<file path="src/rtl/sy_axi4_sram_slave_if.sv">
// AXI4 channel types and the slave-side bus interface for sy_axi4_sram_slave.
package axi_pkg;
  localparam int AXI_ID_W   = 4;
  localparam int AXI_ADDR_W = 32;
  localparam int AXI_DATA_W = 64;

  localparam logic [1:0] RESP_OKAY   = 2'b00;
  localparam logic [1:0] RESP_SLVERR = 2'b10;
  localparam logic [1:0] RESP_DECERR = 2'b11;

  localparam logic [1:0] BURST_FIXED = 2'b00;
  localparam logic [1:0] BURST_INCR  = 2'b01;
  localparam logic [1:0] BURST_WRAP  = 2'b10;
  localparam logic [1:0] BURST_RSVD  = 2'b11;

  typedef struct packed {
    logic [AXI_ID_W-1:0]   id;
    logic [AXI_ADDR_W-1:0] addr;
    logic [7:0]            len;
    logic [2:0]            size;
    logic [1:0]            burst;
  } aw_chan_t;

  typedef struct packed {
    logic [AXI_ID_W-1:0]   id;
    logic [AXI_ADDR_W-1:0] addr;
    logic [7:0]            len;
    logic [2:0]            size;
    logic [1:0]            burst;
  } ar_chan_t;

  typedef struct packed {
    logic [AXI_DATA_W-1:0]   data;
    logic [AXI_DATA_W/8-1:0] strb;
    logic                    last;
  } w_chan_t;

  typedef struct packed {
    logic [AXI_ID_W-1:0]   id;
    logic [AXI_DATA_W-1:0] data;
    logic [1:0]            resp;
    logic                  last;
  } r_chan_t;

  typedef struct packed {
    logic [AXI_ID_W-1:0] id;
    logic [1:0]          resp;
  } b_chan_t;
endpackage

interface sy_axi4_sram_slave_if;
  import axi_pkg::*;
  logic     aw_valid, aw_ready;
  aw_chan_t aw_bits;
  logic     ar_valid, ar_ready;
  ar_chan_t ar_bits;
  logic     w_valid, w_ready;
  w_chan_t  w_bits;
  logic     r_valid, r_ready;
  r_chan_t  r_bits;
  logic     b_valid, b_ready;
  b_chan_t  b_bits;

  modport master (
    output aw_valid, aw_bits, ar_valid, ar_bits, w_valid, w_bits, r_ready, b_ready,
    input  aw_ready, ar_ready, w_ready, r_valid, r_bits, b_valid, b_bits
  );
  modport slave (
    input  aw_valid, aw_bits, ar_valid, ar_bits, w_valid, w_bits, r_ready, b_ready,
    output aw_ready, ar_ready, w_ready, r_valid, r_bits, b_valid, b_bits
  );
endinterface

</file>
<file path="src/rtl/sy_axi4_sram_slave.sv">
// sy_axi4_sram_slave: one-transaction-at-a-time AXI4 responder onto a
// single-port synchronous SRAM (1-cycle read latency). FIXED/INCR/WRAP bursts,
// out-of-range beats answered with DECERR and never reach the SRAM.
module sy_axi4_sram_slave
  import axi_pkg::*;
#(
  parameter int                    DATA_W    = 64,
  parameter int                    MEM_BYTES = 65536,
  parameter logic [AXI_ADDR_W-1:0] BASE_ADDR = '0,
  localparam int                   OFF_W     = $clog2(DATA_W/8),
  localparam int                   MA_W      = $clog2(MEM_BYTES/(DATA_W/8))
) (
  input  logic                clk_i,
  input  logic                rst_i,
  sy_axi4_sram_slave_if.slave slv_axi,
  output logic                mem_req_o,
  output logic                mem_we_o,
  output logic [MA_W-1:0]     mem_addr_o,
  output logic [DATA_W-1:0]   mem_wdata_o,
  output logic [DATA_W/8-1:0] mem_be_o,
  input  logic [DATA_W-1:0]   mem_rdata_i
);

  typedef enum logic [2:0] {IDLE, R_ISSUE, R_DATA, W_DATA, B_RESP} state_e;

  localparam logic [AXI_ADDR_W:0] MEM_LIM = (AXI_ADDR_W+1)'(MEM_BYTES);

  state_e                state_q, state_d;
  logic                  rd_first_q, rd_first_d;
  logic [AXI_ID_W-1:0]   id_q, id_d;
  logic [AXI_ADDR_W-1:0] addr_q, addr_d;
  logic [7:0]            len_q, len_d;
  logic [2:0]            size_q, size_d;
  logic [1:0]            burst_q, burst_d;
  logic [7:0]            cnt_q, cnt_d;
  logic [1:0]            resp_q, resp_d;
  logic [DATA_W-1:0]     rdata_q, rdata_d;
  // high for the first R_DATA cycle, when the SRAM output is live
  logic                  fresh_q, fresh_d;

  logic [AXI_ADDR_W-1:0] off, step, wmask, addr_nxt;
  logic                  in_range, last_beat;

  // BASE_ADDR is aligned to MEM_BYTES, so a wrapped offset below MEM_BYTES is in range
  assign off         = addr_q - BASE_ADDR;
  assign in_range    = ({1'b0, off} < MEM_LIM);
  assign last_beat   = (cnt_q == 8'd0);
  assign mem_addr_o  = off[OFF_W +: MA_W];
  assign mem_wdata_o = slv_axi.w_bits.data;

  // next beat address for the latched burst type
  always_comb begin
    step  = AXI_ADDR_W'(1) << size_q;
    wmask = ((AXI_ADDR_W'(len_q) + AXI_ADDR_W'(1)) << size_q) - AXI_ADDR_W'(1);
    case (burst_q)
      BURST_FIXED: addr_nxt = addr_q;
      BURST_WRAP:  addr_nxt = (addr_q & ~wmask) | ((addr_q + step) & wmask);
      default:     addr_nxt = addr_q + step;  // INCR and reserved
    endcase
  end

  // FSM next state, channel handshakes and SRAM strobes
  always_comb begin
    state_d    = state_q;
    rd_first_d = rd_first_q;
    id_d       = id_q;
    addr_d     = addr_q;
    len_d      = len_q;
    size_d     = size_q;
    burst_d    = burst_q;
    cnt_d      = cnt_q;
    resp_d     = resp_q;
    rdata_d    = rdata_q;
    fresh_d    = 1'b0;
    slv_axi.ar_ready = 1'b0;
    slv_axi.aw_ready = 1'b0;
    slv_axi.w_ready  = 1'b0;
    slv_axi.r_valid  = 1'b0;
    slv_axi.r_bits   = '0;
    slv_axi.b_valid  = 1'b0;
    slv_axi.b_bits   = '0;
    mem_req_o  = 1'b0;
    mem_we_o   = 1'b0;
    mem_be_o   = '0;
    case (state_q)
      IDLE: begin
        slv_axi.ar_ready = slv_axi.ar_valid & (~slv_axi.aw_valid | rd_first_q);
        slv_axi.aw_ready = slv_axi.aw_valid & (~slv_axi.ar_valid | ~rd_first_q);
        if (slv_axi.ar_ready) begin
          id_d       = slv_axi.ar_bits.id;
          addr_d     = slv_axi.ar_bits.addr;
          len_d      = slv_axi.ar_bits.len;
          size_d     = slv_axi.ar_bits.size;
          burst_d    = slv_axi.ar_bits.burst;
          cnt_d      = slv_axi.ar_bits.len;
          resp_d     = RESP_OKAY;
          rd_first_d = ~rd_first_q;
          state_d    = R_ISSUE;
        end else if (slv_axi.aw_ready) begin
          id_d       = slv_axi.aw_bits.id;
          addr_d     = slv_axi.aw_bits.addr;
          len_d      = slv_axi.aw_bits.len;
          size_d     = slv_axi.aw_bits.size;
          burst_d    = slv_axi.aw_bits.burst;
          cnt_d      = slv_axi.aw_bits.len;
          resp_d     = (slv_axi.aw_bits.burst == BURST_RSVD) ? RESP_SLVERR : RESP_OKAY;
          rd_first_d = ~rd_first_q;
          state_d    = W_DATA;
        end
      end
      R_ISSUE: begin
        mem_req_o = in_range;
        fresh_d   = 1'b1;
        state_d   = R_DATA;
      end
      R_DATA: begin
        slv_axi.r_valid     = 1'b1;
        slv_axi.r_bits.id   = id_q;
        slv_axi.r_bits.last = last_beat;
        if (!in_range) begin
          slv_axi.r_bits.resp = RESP_DECERR;
        end else begin
          slv_axi.r_bits.data = fresh_q ? mem_rdata_i : rdata_q;
          slv_axi.r_bits.resp = (burst_q == BURST_RSVD) ? RESP_SLVERR : RESP_OKAY;
        end
        rdata_d = slv_axi.r_bits.data;
        if (slv_axi.r_ready) begin
          if (last_beat) begin
            state_d = IDLE;
          end else begin
            cnt_d   = cnt_q - 8'd1;
            addr_d  = addr_nxt;
            state_d = R_ISSUE;
          end
        end
      end
      W_DATA: begin
        slv_axi.w_ready = 1'b1;
        if (slv_axi.w_valid) begin
          mem_req_o = in_range;
          mem_we_o  = in_range;
          mem_be_o  = slv_axi.w_bits.strb;
          if (!in_range)
            resp_d = RESP_DECERR;
          else if ((slv_axi.w_bits.last != last_beat) && (resp_q != RESP_DECERR))
            resp_d = RESP_SLVERR;
          cnt_d  = cnt_q - 8'd1;
          addr_d = addr_nxt;
          if (last_beat) state_d = B_RESP;
        end
      end
      B_RESP: begin
        slv_axi.b_valid     = 1'b1;
        slv_axi.b_bits.id   = id_q;
        slv_axi.b_bits.resp = resp_q;
        if (slv_axi.b_ready) begin
          resp_d  = RESP_OKAY;
          state_d = IDLE;
        end
      end
      default: state_d = IDLE;
    endcase
  end

  // state and transaction registers
  always_ff @(posedge clk_i or negedge rst_i) begin
    if (!rst_i) begin
      state_q    <= IDLE;
      rd_first_q <= 1'b1;
      id_q       <= '0;
      addr_q     <= '0;
      len_q      <= '0;
      size_q     <= '0;
      burst_q    <= '0;
      cnt_q      <= '0;
      resp_q     <= '0;
      rdata_q    <= '0;
      fresh_q    <= 1'b0;
    end else begin
      state_q    <= state_d;
      rd_first_q <= rd_first_d;
      id_q       <= id_d;
      addr_q     <= addr_d;
      len_q      <= len_d;
      size_q     <= size_d;
      burst_q    <= burst_d;
      cnt_q      <= cnt_d;
      resp_q     <= resp_d;
      rdata_q    <= rdata_d;
      fresh_q    <= fresh_d;
    end
  end

endmodule

</file>
<file path="src/flat_wrapper.sv">
// flat-port wrapper written by rule: the top's interface ports become plain ports
module sy_axi4_sram_slave_flat import axi_pkg::*;
#(
  parameter int                    DATA_W    = 64,
  parameter int                    MEM_BYTES = 65536,
  parameter logic [AXI_ADDR_W-1:0] BASE_ADDR = '0,
  localparam int                   OFF_W     = $clog2(DATA_W/8),
  localparam int                   MA_W      = $clog2(MEM_BYTES/(DATA_W/8))
)
  (clk_i, rst_i, mem_req_o, mem_we_o, mem_addr_o, mem_wdata_o, mem_be_o, mem_rdata_i, slv_axi_aw_valid, slv_axi_aw_bits, slv_axi_ar_valid, slv_axi_ar_bits, slv_axi_w_valid, slv_axi_w_bits, slv_axi_r_ready, slv_axi_b_ready, slv_axi_aw_ready, slv_axi_ar_ready, slv_axi_w_ready, slv_axi_r_valid, slv_axi_r_bits, slv_axi_b_valid, slv_axi_b_bits);
  sy_axi4_sram_slave_if slv_axi_i ();
  input  logic clk_i;
  input  logic rst_i;
  output logic mem_req_o;
  output logic mem_we_o;
  output logic [MA_W-1:0] mem_addr_o;
  output logic [DATA_W-1:0] mem_wdata_o;
  output logic [DATA_W/8-1:0] mem_be_o;
  input  logic [DATA_W-1:0] mem_rdata_i;
  input wire logic [$bits(slv_axi_i.aw_valid)-1:0] slv_axi_aw_valid;
  input wire logic [$bits(slv_axi_i.aw_bits)-1:0] slv_axi_aw_bits;
  input wire logic [$bits(slv_axi_i.ar_valid)-1:0] slv_axi_ar_valid;
  input wire logic [$bits(slv_axi_i.ar_bits)-1:0] slv_axi_ar_bits;
  input wire logic [$bits(slv_axi_i.w_valid)-1:0] slv_axi_w_valid;
  input wire logic [$bits(slv_axi_i.w_bits)-1:0] slv_axi_w_bits;
  input wire logic [$bits(slv_axi_i.r_ready)-1:0] slv_axi_r_ready;
  input wire logic [$bits(slv_axi_i.b_ready)-1:0] slv_axi_b_ready;
  output wire logic [$bits(slv_axi_i.aw_ready)-1:0] slv_axi_aw_ready;
  output wire logic [$bits(slv_axi_i.ar_ready)-1:0] slv_axi_ar_ready;
  output wire logic [$bits(slv_axi_i.w_ready)-1:0] slv_axi_w_ready;
  output wire logic [$bits(slv_axi_i.r_valid)-1:0] slv_axi_r_valid;
  output wire logic [$bits(slv_axi_i.r_bits)-1:0] slv_axi_r_bits;
  output wire logic [$bits(slv_axi_i.b_valid)-1:0] slv_axi_b_valid;
  output wire logic [$bits(slv_axi_i.b_bits)-1:0] slv_axi_b_bits;
  assign slv_axi_i.aw_valid = slv_axi_aw_valid;
  assign slv_axi_i.aw_bits = slv_axi_aw_bits;
  assign slv_axi_i.ar_valid = slv_axi_ar_valid;
  assign slv_axi_i.ar_bits = slv_axi_ar_bits;
  assign slv_axi_i.w_valid = slv_axi_w_valid;
  assign slv_axi_i.w_bits = slv_axi_w_bits;
  assign slv_axi_i.r_ready = slv_axi_r_ready;
  assign slv_axi_i.b_ready = slv_axi_b_ready;
  assign slv_axi_aw_ready = slv_axi_i.aw_ready;
  assign slv_axi_ar_ready = slv_axi_i.ar_ready;
  assign slv_axi_w_ready = slv_axi_i.w_ready;
  assign slv_axi_r_valid = slv_axi_i.r_valid;
  assign slv_axi_r_bits = slv_axi_i.r_bits;
  assign slv_axi_b_valid = slv_axi_i.b_valid;
  assign slv_axi_b_bits = slv_axi_i.b_bits;
  sy_axi4_sram_slave #(.DATA_W(DATA_W), .MEM_BYTES(MEM_BYTES), .BASE_ADDR(BASE_ADDR)) u_core (.clk_i(clk_i), .rst_i(rst_i), .slv_axi(slv_axi_i), .mem_req_o(mem_req_o), .mem_we_o(mem_we_o), .mem_addr_o(mem_addr_o), .mem_wdata_o(mem_wdata_o), .mem_be_o(mem_be_o), .mem_rdata_i(mem_rdata_i));
endmodule
</file>
<file path="config.mk">
export PLATFORM = sky130hd
export DESIGN_NAME = sy_axi4_sram_slave_flat
export DESIGN_NICKNAME = d
export VERILOG_FILES = /design/src/rtl/sy_axi4_sram_slave_if.sv /design/src/rtl/sy_axi4_sram_slave.sv /design/src/flat_wrapper.sv
export SDC_FILE = /design/constraint.sdc
export NUM_CORES = 1
export LEC_CHECK = 0
export ABC_AREA = 1
export CORE_MARGIN = 5
export CORE_UTILIZATION = 44
export DETAILED_ROUTE_END_ITERATION = 10
export PLACE_DENSITY = 0.82
export RECOVER_POWER = 25
export SETUP_SLACK_MARGIN = 0.3
export SYNTH_ARGS = -nofsm -noshare
export SYNTH_HDL_FRONTEND = slang
export SYNTH_SLANG_ARGS = --single-unit
</file>
<file path="constraint.sdc">
create_clock -name clk_i -period 5.9 [get_ports clk_i]
set_input_delay 1.18 -clock clk_i [delete_from_list [all_inputs] [get_ports clk_i]]
set_output_delay 1.18 -clock clk_i [all_outputs]
set_load 0.01 [all_outputs]
</file>
==> results of run 1 <==
worst min path at each step:
stage | from | to | slack, ps | cells after the start
detailed placement | flip-flop | flip-flop | 480 | 2
CTS | flip-flop | flip-flop | 490 | 2
global route | flip-flop | flip-flop | 510 | 2
finish | flip-flop | flip-flop | 490 | 2
floorplan | u_core.state_q[1] | u_core.fresh_q | 450 | 1
global placement | u_core.resp_q[1] | u_core.resp_q[1] | 470 | 2
layout make-up:
class	count	area [sq um]	share of cell area, %
timing repair buffer	289	2870	22.0
clock inverter	15	189	1.45
multi-input combinational	1048	5310	40.7
clock buffer	17	425	3.26
inverter	182	688	5.27
tap	285	357	2.73
sequential	128	3210	24.6
worst reg2reg max path, cell delays in order (launching register included):
cell and delay, ps:
dfrtp_1 440, nor2_4 110, buf_4 390, inv_4 340
nor2_4 210, buf_4 610, inv_2 220, or2_1 290
o21ai_1 90, nor2_1 60, nand2_2 140, inv_2 140
o31ai_4 190, inv_4 200, o21ai_1 190, inv_1 60
nand2_1 60, nand2_1 40
cells by family (layout without fill, tap and decap cells):
| family | count (synthesis) | in the layout |
|---|---|---|
| simple gates | 707 | 707 |
| buf+inv | 331 | 503 |
| compound gates | 305 | 305 |
| flops | 128 | 128 |
| xor+xnor | 22 | 22 |
| fa+ha+maj | 13 | 13 |
| mux | 1 | 1 |
cells in the final DEF, fill, tap and decap left out, types with 9 or more instances in the layout:
| master | instances |
|---|---|
| nor2_1 | 232 |
| clkbuf_16 | 17 |
| inv_1 | 170 |
| nand3_1 | 92 |
| o22ai_1 | 66 |
| ha_1 | 12 |
| nand2_2 | 18 |
| nor3_1 | 21 |
| nand4_1 | 14 |
| a31oi_1 | 15 |
| nand3_2 | 19 |
| clkdlybuf4s50_1 | 281 |
| inv_2 | 9 |
| xor2_1 | 18 |
| nand2_1 | 286 |
| dfrtp_1 | 126 |
| o21bai_1 | 27 |
| a21oi_1 | 83 |
| o21ai_0 | 88 |
power by group:
group	internal [mW]	switching (mW)	total, mW
combinational	1.20	2.20	3.40
sequential	1.11	0.364	1.48
clock	0.611	0.485	1.10
layer usage:
metal / global-route usage [%] / vias up / share of wire [%]
met2: 39.8 / 415 / 48
met3: 7.63 / 62 / 8.5
met5: 0 / - / 0.058
li1: - / 5141 / -
met1: 27.7 / 4721 / 40
met4: 8.53 / 2 / 2.8
through the flow:
step,cells,util [%],total power [mW],setup WS (ps)
2_1_floorplan,1507,-,4.02,3000
3_3_place_gp,1932,55.1,4.75,1560
3_5_place_dp,1932,55.1,4.84,1560
4_1_cts,1964,57.8,5.97,1280
5_1_grt,1964,57.8,6.49,1040
6_report,1964,57.8,5.98,1260
==> run_results.csv, run 1 <==
group,metric,value,unit
run_status,status,"complete, but fails checks",
run_status,violations,"capacitance limit, slew limit",
cts,cts_tree,"done",
cts,cts_root_buffer,"clkbuf_16",
place,port_buffers,282,
detailed_routing,via_per_inst,5.27,
synth,synth_compound_area_share,17.8,%
layout,num-fill-cells,2064,
synth,synth_fa_ha_area_share,1.69,%
power_and_ir_drop,p_leak,5.79,nW
floorplan,core_area,0.0226,sq mm
timing,rsz0062_at_grt,"no",
setup_path,worstPathArrival,3460,ps
setup_path,cp-start-kind,"flip-flop",
synth,synth_seq_area_share,31.8,%
setup_path,critPathCapture,"slv_axi_r_bits[2]",
setup_path,slowest_delay,610,ps
cts,hold_buffers,0,
grt,grt_pass1_wl,50.5,mm
synth,yosysTopAreaCell,"dfrtp_1",
floorplan,die_h,161,um
setup_path,cp_top_family,"buffers and inverters",
cts,clk_pin_slew,70,ps
synth,ys.flop_type,"dfrtp_1",
synth,ys_warn_count,0,
layout,nets,1921,
grt,grt_pass1_vias,10300,
timing,fin_skew,13.3,ps
timing,setup_viol,0,
synth,syn_nets,1762,
floorplan,start_util,44.6,%
place,place.gp.congestion,0.917,
cts,clock_path_buffers,2,
synth,synth-async-reset-ratio,100,%
setup_path,setup.worst_path.class,"flip-flop to primary output",
timing,tightestPinTransition,2580,ps
detailed_routing,vias,10300,
setup_path,critical_path_peak_fanout,67,
setup_path,cp-startpoint,"u_core.state_q[2]",
timing,tns,0,ps
synth,synth-simple-area-share,31.1,%
synth,avgSynthCellArea,6.68,sq um
synth,synth_cells,1507,
place,place_area,0.0124,sq mm
run,maxCapViolCount,1,
synth,synth.ff_latch_count,128,
setup_path,r2r_setup_slack,2020,ps
floorplan,floorplan.die_area,0.0260,sq mm
timing,slew_headroom,-72.1,%
power_and_ir_drop,power_density,458,mW/mm^2
hold_path,hold_path_class,"flip-flop to flip-flop",
detailed_routing,drtAntennaViolNets,0,
floorplan,chipWidth,161,um
timing,final-hold-violation-count,0,
layout,syn2layout_area_growth,29.6,%
synth,ys_types,51,
synth,synth.area.mux_share,0.0994,%
synth,synth-xor-area-share,1.91,%
detailed_routing,post_drt_wl_per_cell,15.8,um
detailed_routing,drc,0,
synth,synth.most_common_cell,"nand2_1",
cts,insertion_delay,430,ps
detailed_routing,dr.pass1.iters,5,
detailed_routing,wl,31.0,mm
grt,overflow,0,
timing,post-route-period-util,78.6,%
timing,slew_viol_final,48,
place,dpl.hpwl,23.0,mm
cts,cts_buffers,17,
cts,cts_resized,0,
setup_path,worstPathCellList,"nor2_4, buf_4, inv_4, nor2_4, buf_4, inv_2, a21oi_1, clkdlybuf4s50_1",
grt,grt_max_degree,129,
layout,drive_gt1_share,6.91,%
setup_path,slowest_stage,"buf_4",
detailed_routing,detail_route.iter0.violations,639,
synth,syn_area,0.0101,sq mm
timing,max_freq,0.216,GHz
floorplan,io-pin-count,411,
layout,n_antenna_cell,0,
cts,cts_setup_buffers,0,
setup_path,critPathCaptureType,"primary output",
grt,antenna_found_initial,1,
setup_path,path_buf_inv,5,
layout,postLayoutCellArea,0.0130,sq mm
synth,synth_top_family_by_area,"simple AND/OR/NAND/NOR gates",
setup_path,crit_cells,8,
timing,whs,493,ps
synth,synth_edf_count,0,
grt,track_usage,23.4,%
setup_path,cp_data_required_time,4720,ps
cts,numClockSinks,128,
setup_path,r2r_cells,17,
synth,synth_top_area_share,31.6,%
floorplan,rows,55,
power_and_ir_drop,vdd.ir_drop.worst,0.240,mV
synth,synth_area_leaders,"dfrtp_1, nand2_1, nor2_1",
cts,cts_max_level,4,
timing,period_needed,4640,ps
setup_path,reg2reg_from,"u_core.state_q[2]",
synth,synth_commonest_cells,"nand2_1, nor2_1, inv_1",
Power figures use the tool's default switching activity.
==> inputs of run 2 (changes only) <==
==> constraint.sdc (replaced) <==
create_clock -name clk_i -period 4.7 [get_ports clk_i]
set_input_delay 0.94 -clock clk_i [delete_from_list [all_inputs] [get_ports clk_i]]
set_output_delay 0.94 -clock clk_i [all_outputs]
set_load 0.01 [all_outputs]
==> run 2 against run 1 <==
  * The run still ends with capacitance limit, slew limit left
  * Critical path type unchanged
  * Global-route usage shrank 0.32 points
  * Setup slack lost 540 ps
  * Sequential share of layout area shrank 0.070 points
  * Critical path depth is the same
  * Sequential cell count is the same
  * Die area is the same
  * Final area grew 0.29%
  * Cell count grew 0.31%
  * First-iteration DRC count shrank 9.2%
  * Count of clock-buffer cells in the layout is the same
==> run_results.csv, run 2 (synthesized netlist as in run 1, its figures left out) <==
group,metric,value,unit
grt,overflow,0,
layout,drive_gt1_share,7.19,%
timing,tns,0,ps
setup_path,setup.worst_path.class,"flip-flop to primary output",
cts,cts_setup_buffers,0,
setup_path,cp-start-kind,"flip-flop",
grt,track_usage,23.1,%
detailed_routing,drc,0,
setup_path,worstPathArrival,3040,ps
detailed_routing,detail_route.iter0.violations,580,
timing,post-route-period-util,84.6,%
timing,max_freq,0.251,GHz
grt,antenna_found_initial,2,
power_and_ir_drop,finalPower,7.55,mW
layout,multiInputGateArea,0.00531,sq mm
detailed_routing,wl,31.1,mm
floorplan,chipWidth,161,um
cts,insertion_delay,430,ps
run_status,status,"complete, but fails checks",
cts,numClockSinks,128,
detailed_routing,drtAntennaViolNets,0,
timing,slew_viol_final,105,
layout,final_cell_mix,"nand2_1, clkdlybuf4s50_1, nor2_1",
floorplan,floorplan.die_area,0.0260,sq mm
setup_path,critical_path_peak_fanout,95,
cts,cts_tree,"done",
floorplan,core_area,0.0226,sq mm
setup_path,r2r_setup_slack,1040,ps
setup_path,cp_data_required_time,3760,ps
timing,final-hold-violation-count,0,
grt,grt_pass1_vias,10100,
layout,num-fill-cells,2036,
timing,rsz0062_at_grt,"no",
timing,setup_viol,0,
floorplan,io-pin-count,411,
cts,cts_max_level,4,
place,dp_cells,1937,
layout,seqCellArea,0.00321,sq mm
timing,fin_ws,724,ps
layout,fin_cells,1970,
place,port_buffers,282,
run,maxCapViolCount,1,
timing,tightestPinTransition,2660,ps
detailed_routing,via_per_inst,5.28,
grt,grt_pass1_wl,49.5,mm
layout,final_core_util,58.0,%
place,dp_slack,1130,ps
grt,grt_max_degree,105,
floorplan,start_util,44.6,%
cts,cts_buffers,17,
layout,postLayoutCellArea,0.0131,sq mm
cts,cts_resized,0,
place,dpl.hpwl,23.0,mm
detailed_routing,vias,10400,
hold_path,hold_path_class,"flip-flop to flip-flop",
cts,cts_root_buffer,"clkbuf_16",
place,place.gp.congestion,0.902,
timing,slew_headroom,-77.1,%
cts,clk_pin_slew,70,ps
cts,clock_path_buffers,2,
place,place_area,0.0125,sq mm
floorplan,rows,55,
detailed_routing,post_drt_wl_per_cell,15.8,um
layout,nets,1926,
layout,syn2layout_area_growth,29.9,%
cts,hold_buffers,0,
power_and_ir_drop,vdd.ir_drop.worst,0.255,mV
setup_path,critPathCaptureType,"primary output",
layout,layout_commonest_cell,"nand2_1",
timing,whs,502,ps
power_and_ir_drop,power_density,577,mW/mm^2
timing,period_needed,3980,ps
power_and_ir_drop,p_leak,5.81,nW
detailed_routing,dr.pass1.iters,6,
timing,fin_skew,16.4,ps
run_status,violations,"capacitance limit, slew limit",
floorplan,die_h,161,um
run 2: final timing paths:
| path | depth (start not counted) | end | start |
|---|---|---|---|
| min in group asynchronous | 1 | u_core.rdata_q[7] | rst_i |
| worst max register to register | 19 | flip-flop | u_core.size_q[0] |
| max in group asynchronous | 2 | u_core.state_q[1] | rst_i |
| worst max-delay path | 8 | slv_axi_r_bits[16] | flip-flop |
| worst min-delay path | 2 | u_core.resp_q[1] | u_core.resp_q[1] |
| worst min register to register | 2 | u_core.resp_q[1] | u_core.resp_q[1] |
run 2: cell type report:
cell class / count / share of cell area [%]
antenna: 1 / 0.0191
clock buffer: 17 / 3.25
clock inverter: 15 / 1.47
inverter: 182 / 5.26
multi-input combinational: 1048 / 40.6
sequential: 128 / 24.5
tap: 285 / 2.72
timing repair buffer: 294 / 22.2
run 2: per-layer routing:
layer | vias up | global-route usage, % | part of all wire, %
met2 | 409 | 38.0 | 48
met4 | 2 | 10.2 | 3.7
met5 | - | 0 | 0.039
met1 | 4752 | 27.5 | 40
met3 | 79 | 7.71 | 8.6
li1 | 5153 | - | -
run 2: report_power, final:
| part | leakage (nW) | switching [mW] | internal (mW) |
|---|---|---|---|
| Combinational | 3.84 | 2.87 | 1.53 |
| Sequential | 1.67 | 0.378 | 1.40 |
| Clock | 0.295 | 0.604 | 0.768 |
run 2: critical path, stage by stage (launching register included):
cell and delay, ps:
dfrtp_1 380, inv_1 170, nand2_1 70, nor4_1 220, nand2_1 150, inv_1 210
nand2_4 500, nor2_1 290, clkdlybuf4s50_1 570
